`config.mk`:
```
export PLATFORM = sky130hd
export DESIGN_NAME = sram62256_arbiter
export DESIGN_NICKNAME = d
export VERILOG_FILES = /design/src/rtl/sram62256_arbiter.sv
export SDC_FILE = /design/constraint.sdc
export NUM_CORES = 1
export LEC_CHECK = 0
export ABC_AREA = 1
export CAP_MARGIN = 20
export CORE_MARGIN = 3
export CORE_UTILIZATION = 43
export DETAILED_ROUTE_END_ITERATION = 12
export GPL_TIMING_DRIVEN = 0
export PLACE_DENSITY_LB_ADDON = 0.12
export SKIP_LAST_GASP = 1
export SLEW_MARGIN = 25
export SYNTH_ARGS = -nofsm -noshare
export SYNTH_HDL_FRONTEND = slang
export SYNTH_SLANG_ARGS = --single-unit
```
`constraint.sdc`:
```
create_clock -name clk -period 1.7 [get_ports clk]
set_input_delay 0.34 -clock clk [delete_from_list [all_inputs] [get_ports clk]]
set_output_delay 0.34 -clock clk [all_outputs]
set_load 0.01 [all_outputs]
```
`src/rtl/sram62256_arbiter.sv`:
```
// Two-port arbiter and strobe sequencer for one 32Kx8 asynchronous SRAM (62256-class).
// Define SRAM_ARB_ROUND_ROBIN_EN for round-robin arbitration; otherwise port 0 has fixed priority.
`timescale 1ns/1ps
module sram62256_arbiter #(
  parameter int ACCESS_CYCLES = 2
) (
  input  logic        clk,
  input  logic        nrst,
  input  logic        p0_req,
  input  logic        p0_we,
  input  logic [14:0] p0_addr,
  input  logic [7:0]  p0_wdata,
  output logic        p0_ack,
  output logic [7:0]  p0_rdata,
  input  logic        p1_req,
  input  logic        p1_we,
  input  logic [14:0] p1_addr,
  input  logic [7:0]  p1_wdata,
  output logic        p1_ack,
  output logic [7:0]  p1_rdata,
  output logic        sram_ncs,
  output logic        sram_noe,
  output logic        sram_nwe,
  output logic [14:0] sram_addr,
  output logic [7:0]  sram_dout,
  output logic        sram_doe,
  input  logic [7:0]  sram_din
);

  typedef enum logic [1:0] {IDLE, SETUP, ACCESS, RECOVER} state_t;

  localparam logic [3:0] CNT_LOAD = 4'(ACCESS_CYCLES - 1);

  state_t      state;
  logic [3:0]  cnt;
  logic        cur_port;
  logic        cur_we;
  logic        gnt;
  logic        gnt_we;
  logic [14:0] gnt_addr;
  logic [7:0]  gnt_wdata;

`ifdef SRAM_ARB_ROUND_ROBIN_EN
  // ptr names the port preferred on a tie; it flips away from each winner
  logic ptr;
  always_comb gnt = (p0_req && p1_req) ? ptr : p1_req;

  always_ff @(posedge clk or negedge nrst) begin
    if (!nrst)                                    ptr <= 1'b0;
    else if (state == IDLE && (p0_req || p1_req)) ptr <= ~gnt;
  end
`else
  always_comb gnt = !p0_req;
`endif

  assign gnt_we    = gnt ? p1_we    : p0_we;
  assign gnt_addr  = gnt ? p1_addr  : p0_addr;
  assign gnt_wdata = gnt ? p1_wdata : p0_wdata;

  always_ff @(posedge clk or negedge nrst) begin
    if (!nrst) begin
      state     <= IDLE;
      cnt       <= '0;
      cur_port  <= 1'b0;
      cur_we    <= 1'b0;
      sram_ncs  <= 1'b1;
      sram_noe  <= 1'b1;
      sram_nwe  <= 1'b1;
      sram_doe  <= 1'b0;
      sram_addr <= '0;
      sram_dout <= '0;
      p0_ack    <= 1'b0;
      p1_ack    <= 1'b0;
      p0_rdata  <= '0;
      p1_rdata  <= '0;
    end else begin
      p0_ack <= 1'b0;
      p1_ack <= 1'b0;
      case (state)
        IDLE: begin
          sram_ncs <= 1'b1;
          sram_noe <= 1'b1;
          sram_nwe <= 1'b1;
          sram_doe <= 1'b0;
          // address and data are captured only here, so they never move while ncs is low
          if (p0_req || p1_req) begin
            cur_port  <= gnt;
            cur_we    <= gnt_we;
            sram_addr <= gnt_addr;
            sram_dout <= gnt_wdata;
            sram_ncs  <= 1'b0;
            sram_noe  <= gnt_we;
            sram_doe  <= gnt_we;
            state     <= SETUP;
          end
        end
        SETUP: begin
          cnt      <= CNT_LOAD;
          sram_nwe <= !cur_we;
          state    <= ACCESS;
        end
        ACCESS: begin
          if (cnt == 4'd0) begin
            sram_ncs <= 1'b1;
            sram_noe <= 1'b1;
            sram_nwe <= 1'b1;
            p0_ack   <= !cur_port;
            p1_ack   <= cur_port;
            if (!cur_we) begin
              if (cur_port) p1_rdata <= sram_din;
              else          p0_rdata <= sram_din;
            end
            state <= RECOVER;
          end else begin
            cnt <= cnt - 4'd1;
          end
        end
        RECOVER: begin
          // doe released only now so write data outlives the rising edge of nwe
          sram_doe <= 1'b0;
          state    <= IDLE;
        end
        default: state <= IDLE;
      endcase
    end
  end

endmodule

```
After elaboration in Yosys (flattened, before gate mapping)
Cells that the tools add are included.
Widths: inputs -> output; s select.
{ "word_totals": {"elab_cells": 60, "input_bits": 60, "out_inout_bits": 45, "register_bits": 53} }
{ "op_classes": {"n_reduce_logical": 17, "n_mux": 20, "bitwise_logic": 2, "n_addsub": 1, "n_eq_ne": 6} }
{ "ops": {"columns": ["op", "count"], "rows": [
  ["$mux 15", 1],
  ["$reduce_and 2->1", 5],
  ["$mux 1", 9],
  ["$mux 8", 1],
  ["$pmux 2 s4", 1],
  ["$pmux 4 s2", 1],
  ["$reduce_and 4->1", 2],
  ["$ne 2x2->1 const B", 3],
  ["$pmux 1 s2", 3],
  ["$reduce_bool 2->1", 3],
  ["$eq 2x2->1 const B", 2],
  ["$logic_not 4->1", 1],
  ["$mux 2", 2],
  ["$mux 4", 1],
  ["$sub 4x1->4 const B", 1],
  ["$logic_not 1->1", 3],
  ["$pmux 1 s3", 1],
  ["$reduce_bool 3->1", 1],
  ["$eq 2x1->1 const B", 1],
  ["$logic_not 2->1", 1],
  ["$not 1->1", 2],
  ["$logic_or 1x1->1", 1]
]} }

Logic depth before layout (Yosys ltp)
{ "logic_depth": {"ltp_word": 3, "mapped_depth": 8, "mapped_depth_nobuf": 8} }

Least setup slack after synthesis
Ideal clock, no wire load.
{ "synth_timing": {"kind": "flip-flop to flip-flop", "start": "register state[0]", "end": "register p0_rdata[0]", "setup_ps": 118, "path_buffers": 1, "period_less_slack_ps": 1387, "slack_ps": 313, "path_stages_with_launch": 9, "required_time_ps": 1582, "arrival_time_ps": 1269, "path_cell_list": "dfrtp_1 -> inv_1 -> ha_1 -> inv_2 -> nor2_4 -> nand2_4 -> buf_6 -> nand2_2 -> o21ai_2"} }
{ "synth_via": {"elab_chain_cells": 2} }
{ "synth_lines": {"columns": ["element", "line_no", "text"], "rows": [
  ["from (decl)", "34", "state_t state;"],
  ["from (signal assigned)", "62", "state <= IDLE;"],
  ["from (signal assigned)", "94", "state <= SETUP;"],
  ["from (signal assigned)", "100", "state <= ACCESS;"],
  ["$eq 2x2->1", "79", "case (state)"],
  ["$reduce_and 4->1 (no line)", null, null],
  ["to (signal assigned)", "111", "else p0_rdata <= sram_din;"],
  ["to (decl)", "14", "output logic [7:0] p0_rdata,"]
]} }
Every way passes these cells.
A chain may end at the register's enable or synchronous reset.

Worst setup path in the final report
{ "layout_timing": {"start": "register sram_addr[6]", "end": "output sram_addr[6]"} }
{ "layout_lines": {"columns": ["element", "line_no", "text"], "rows": [
  ["from (decl)", "24", "output logic [14:0] sram_addr,"],
  ["from (signal assigned)", "89", "sram_addr <= gnt_addr;"]
]} }
No word-level cell between the ends.

==> summary.md <==
| Metric | Value |
|---|---|
| CTS buffer count | 5 |
| GPL Wtd Cong | around 0.77 |
| Total design power | 6.23 mW |
| Async set-reset flop share out of synthesis | 1.00 |
| Number of max-cap violations | 0 |
| Vias per cell | 4.63 |
| Post-synth EDFFs | 0 |
| Largest net degree at the start of global routing | 54 |
| Post-synth top cells | nand2_1 (82), dfrtp_1 (50), o21ai_0 (50) |
| H-tree Lvls | 2 |
| Antenna diode count | 0 |
| Critical Path End Type | output port |
| R2R depth | 8 |
| Kind of critical path | reg -> out |
| Fillers | 502 |
| Die X | slightly above 80 um |
| RR Startpoint | state[0]$_DFFE_PN0P_ |
| Avg WL per Cell | roughly 13 um |
| Register area share after synthesis | 0.524 |
| Drc violations | 0 |
| Initial antenna violation count | 0 |
| CP Buf/Inv Count | 1 |
| Ys Warns | 0 |
| Req. time, crit path | 1.36 ns |
| Final Hold Fails | 0 |
| Wirelength, routed | ~6200 um |
| Layout area overhead | 48.8% |
| Reg clk slew, reported paths | 0.10 ns |
| Worst path top cell family by delay | buffers and inverters |
| First-pass GRT wire length | between 10000 and 15000 um |
| Fmax | ~630 MHz |
| # clock sinks | 53 |
| Count of input and output buffers | between 100 and 150 |
| Slew margin rel. | 0.564 |
| Final setup vio count | 0 |
| Clock Skew | 0.0100 ns |
| Pleak | 1.83 nW |
| PwrDens | between 1500 and 2000 nW/um2 |
| Number of cells on the critical path | 1 |
| RSZ-0062 raised after global routing | yes |
| Slew of the pin with the lowest slew margin | 0.655 ns |
| Die Y | 82.8 um |
| Max Slew Vio Count | 0 |
| Number of cells produced by synthesis | 300 |
| Total gr overflow | 0 |
| Starting Density | 0.453 |
| CTS tree | done |
| Most numerous cell in the Yosys netlist | nand2_1 |
| Vias after detailed routing | 2240 |
| Slowest stage delay, CP | 0.57 ns |
| Status | completed |
| Total track usage | 0.186 |
| Prevailing post-synth register cell | dfrtp_1 |
| Syn_nets | 365 |
| Critical path data arrival time | about 1.3 ns |
| Total area of sequential cells | 1330 um2 |
| Startpoint type of the worst setup path | flop |
| Clock tree buffer depth | 2 |
| Vias in the first global route | 2257 |
| VDD IR max | 0.000726 V |
| Main area contributors after synthesis | dfrtp_1 (49%), nand2_1 (12%), o21ai_0 (9.9%) |
| Avg Cell Area, Syn | 8.46 um2 |
| Core area | 5610 um2 |
| Layout Nets | 476 |
| Post-synth top area cell | dfrtp_1 |
| Clk_lat worst skew | 0.31 ns |
| CP max stage cell | clkdlybuf4s50_1 |
| Crit-path max FO | 2 |
| Initial DRT Pass Iterations | 4 |
| Crit-path cells | clkdlybuf4s50_1 |
| Final worst path period share | 0.933 |
| FF+latch count, synth | 53 |
| Antenna Nets Post-Route | 0 |
| Starting DRT DRC Count | 85 |
| Yosys cell types | 23 |
| Area of the multi-input gates | 965 um2 |
| Share of the synthesized area in the top cell type | 0.493 |
| Min Tclk post-route | 1.59 ns |
| Hold_ws | about 0.047 ns |
| Die ar. | 6860 um2 |
| Placed Instances | roughly 480 |
| Share of layout cells above drive strength 1 | 0.121 |
| Post-Syn Area | 2540 um2 |
| Reg2reg setup slack | 0.16 ns |
| Dpl hpwl | 4570 um |
| Row Count | 27 |
| Endpoint of the worst-slack reg-to-reg timing path | p0_rdata[0]$_DFFE_PN0P_ |
| Setup bufs post-CTS | 0 |
| CTS Root Cell | clkbuf_8 |
| HP Class | in -> async |
| I/O pins | 105 |
| Layout Cells excl Fill | 484 |
==> logic make-up (layout without fill, tap and decap cells) <==
group,count (synthesis),in the layout,synth area share
AND/OR/NAND/NOR,114,114,0.190
AO/OA/AOI/OAI,71,71,0.165
buffers and inverters,57,169,0.0971
flip-flops,53,53,0.524
adder cells (fa/ha/maj),5,5,0.0246
==> registers in the layout, indices dropped and copies added, names as in the netlist, 2 cells and up <==
signal and flops:
sram_addr 15, p0_rdata 8, p1_rdata 8, sram_dout 8, cnt 4, state 2
==> layout make-up <==
type / count / share of cell area
timing repair buffer: 104 / 0.274
buffer: 12 / 0.0205
multi-input combinational: 190 / 0.255
clock buffer: 6 / 0.0192
sequential: 53 / 0.352
tap: 72 / 0.0238
inverter: 45 / 0.0447
clock inverter: 2 / 0.0103
==> layer usage <==
| metal | wire length [um] | GRT usage |
|---|---|---|
| met5 | 0 | 0 |
| met3 | 543 | 0.0625 |
| met1 | 2510 | 0.218 |
| met4 | 70 | 0.0579 |
| met2 | 3070 | 0.322 |
==> worst max path at each step <==
stage,startpoint,to
5_1_grt,cnt[0]$_DFFE_PN0P_,sram_noe$_DFFE_PN1P_
2_1_floorplan,state[0]$_DFFE_PN0P_,p0_rdata[0]$_DFFE_PN0P_
3_3_place_gp,nrst,sram_addr[5]$_DFFE_PN0P_
3_5_place_dp,p0_req,sram_addr[10]$_DFFE_PN0P_
4_1_cts,state[0]$_DFFE_PN0P_,p0_rdata[0]$_DFFE_PN0P_
6_report,sram_addr[6]$_DFFE_PN0P_,sram_addr[6]
==> power breakdown <==
group	switching, mW	total (mW)	internal [mW]
Clock	0.410	0.852	0.442
Combinational	1.54	3.11	1.57
Sequential	0.365	2.27	1.90
Total	2.32	6.23	3.91
==> repair_timing <==
item,in CTS,in global routing
setup endpoints to repair,3,3
gates cloned,0,0
gates resized for setup,3,1
hold buffers,0,0
==> placed cells by master, fill, tap and decap left out, types with 3 or more instances in the layout <==
cell type,netlist,layout
ha_1,5,4
o21ai_1,4,4
dlygate4sd2_1,0,3
buf_4,3,4
nand3_1,6,6
dfstp_2,3,3
clkdlybuf4s50_1,0,100
o21ai_0,50,50
clkbuf_1,2,3
inv_1,43,43
nand2_1,82,82
nor2_1,14,14
o21ai_2,16,16
clkbuf_8,0,5
buf_2,4,4
nand2_2,5,5
dfrtp_1,50,50
==> per-stage QoR <==
| step | util | cell area (um2) | TNS, ns | setup WS (ns) |
|---|---|---|---|---|
| after global routing | 0.674 | 3780 | -0.0230 | -0.0135 |
| after CTS | 0.673 | 3770 | 0 | 0.104 |
| after global placement | 0.654 | 3670 | -67.27 | -1.30 |
| final | 0.674 | 3780 | 0 | 0.113 |
| after floorplan | - | 2540 | 0 | 0.313 |
| after detailed placement | 0.654 | 3670 | -0.0647 | -0.0422 |
Power figures use the tool's default switching activity.
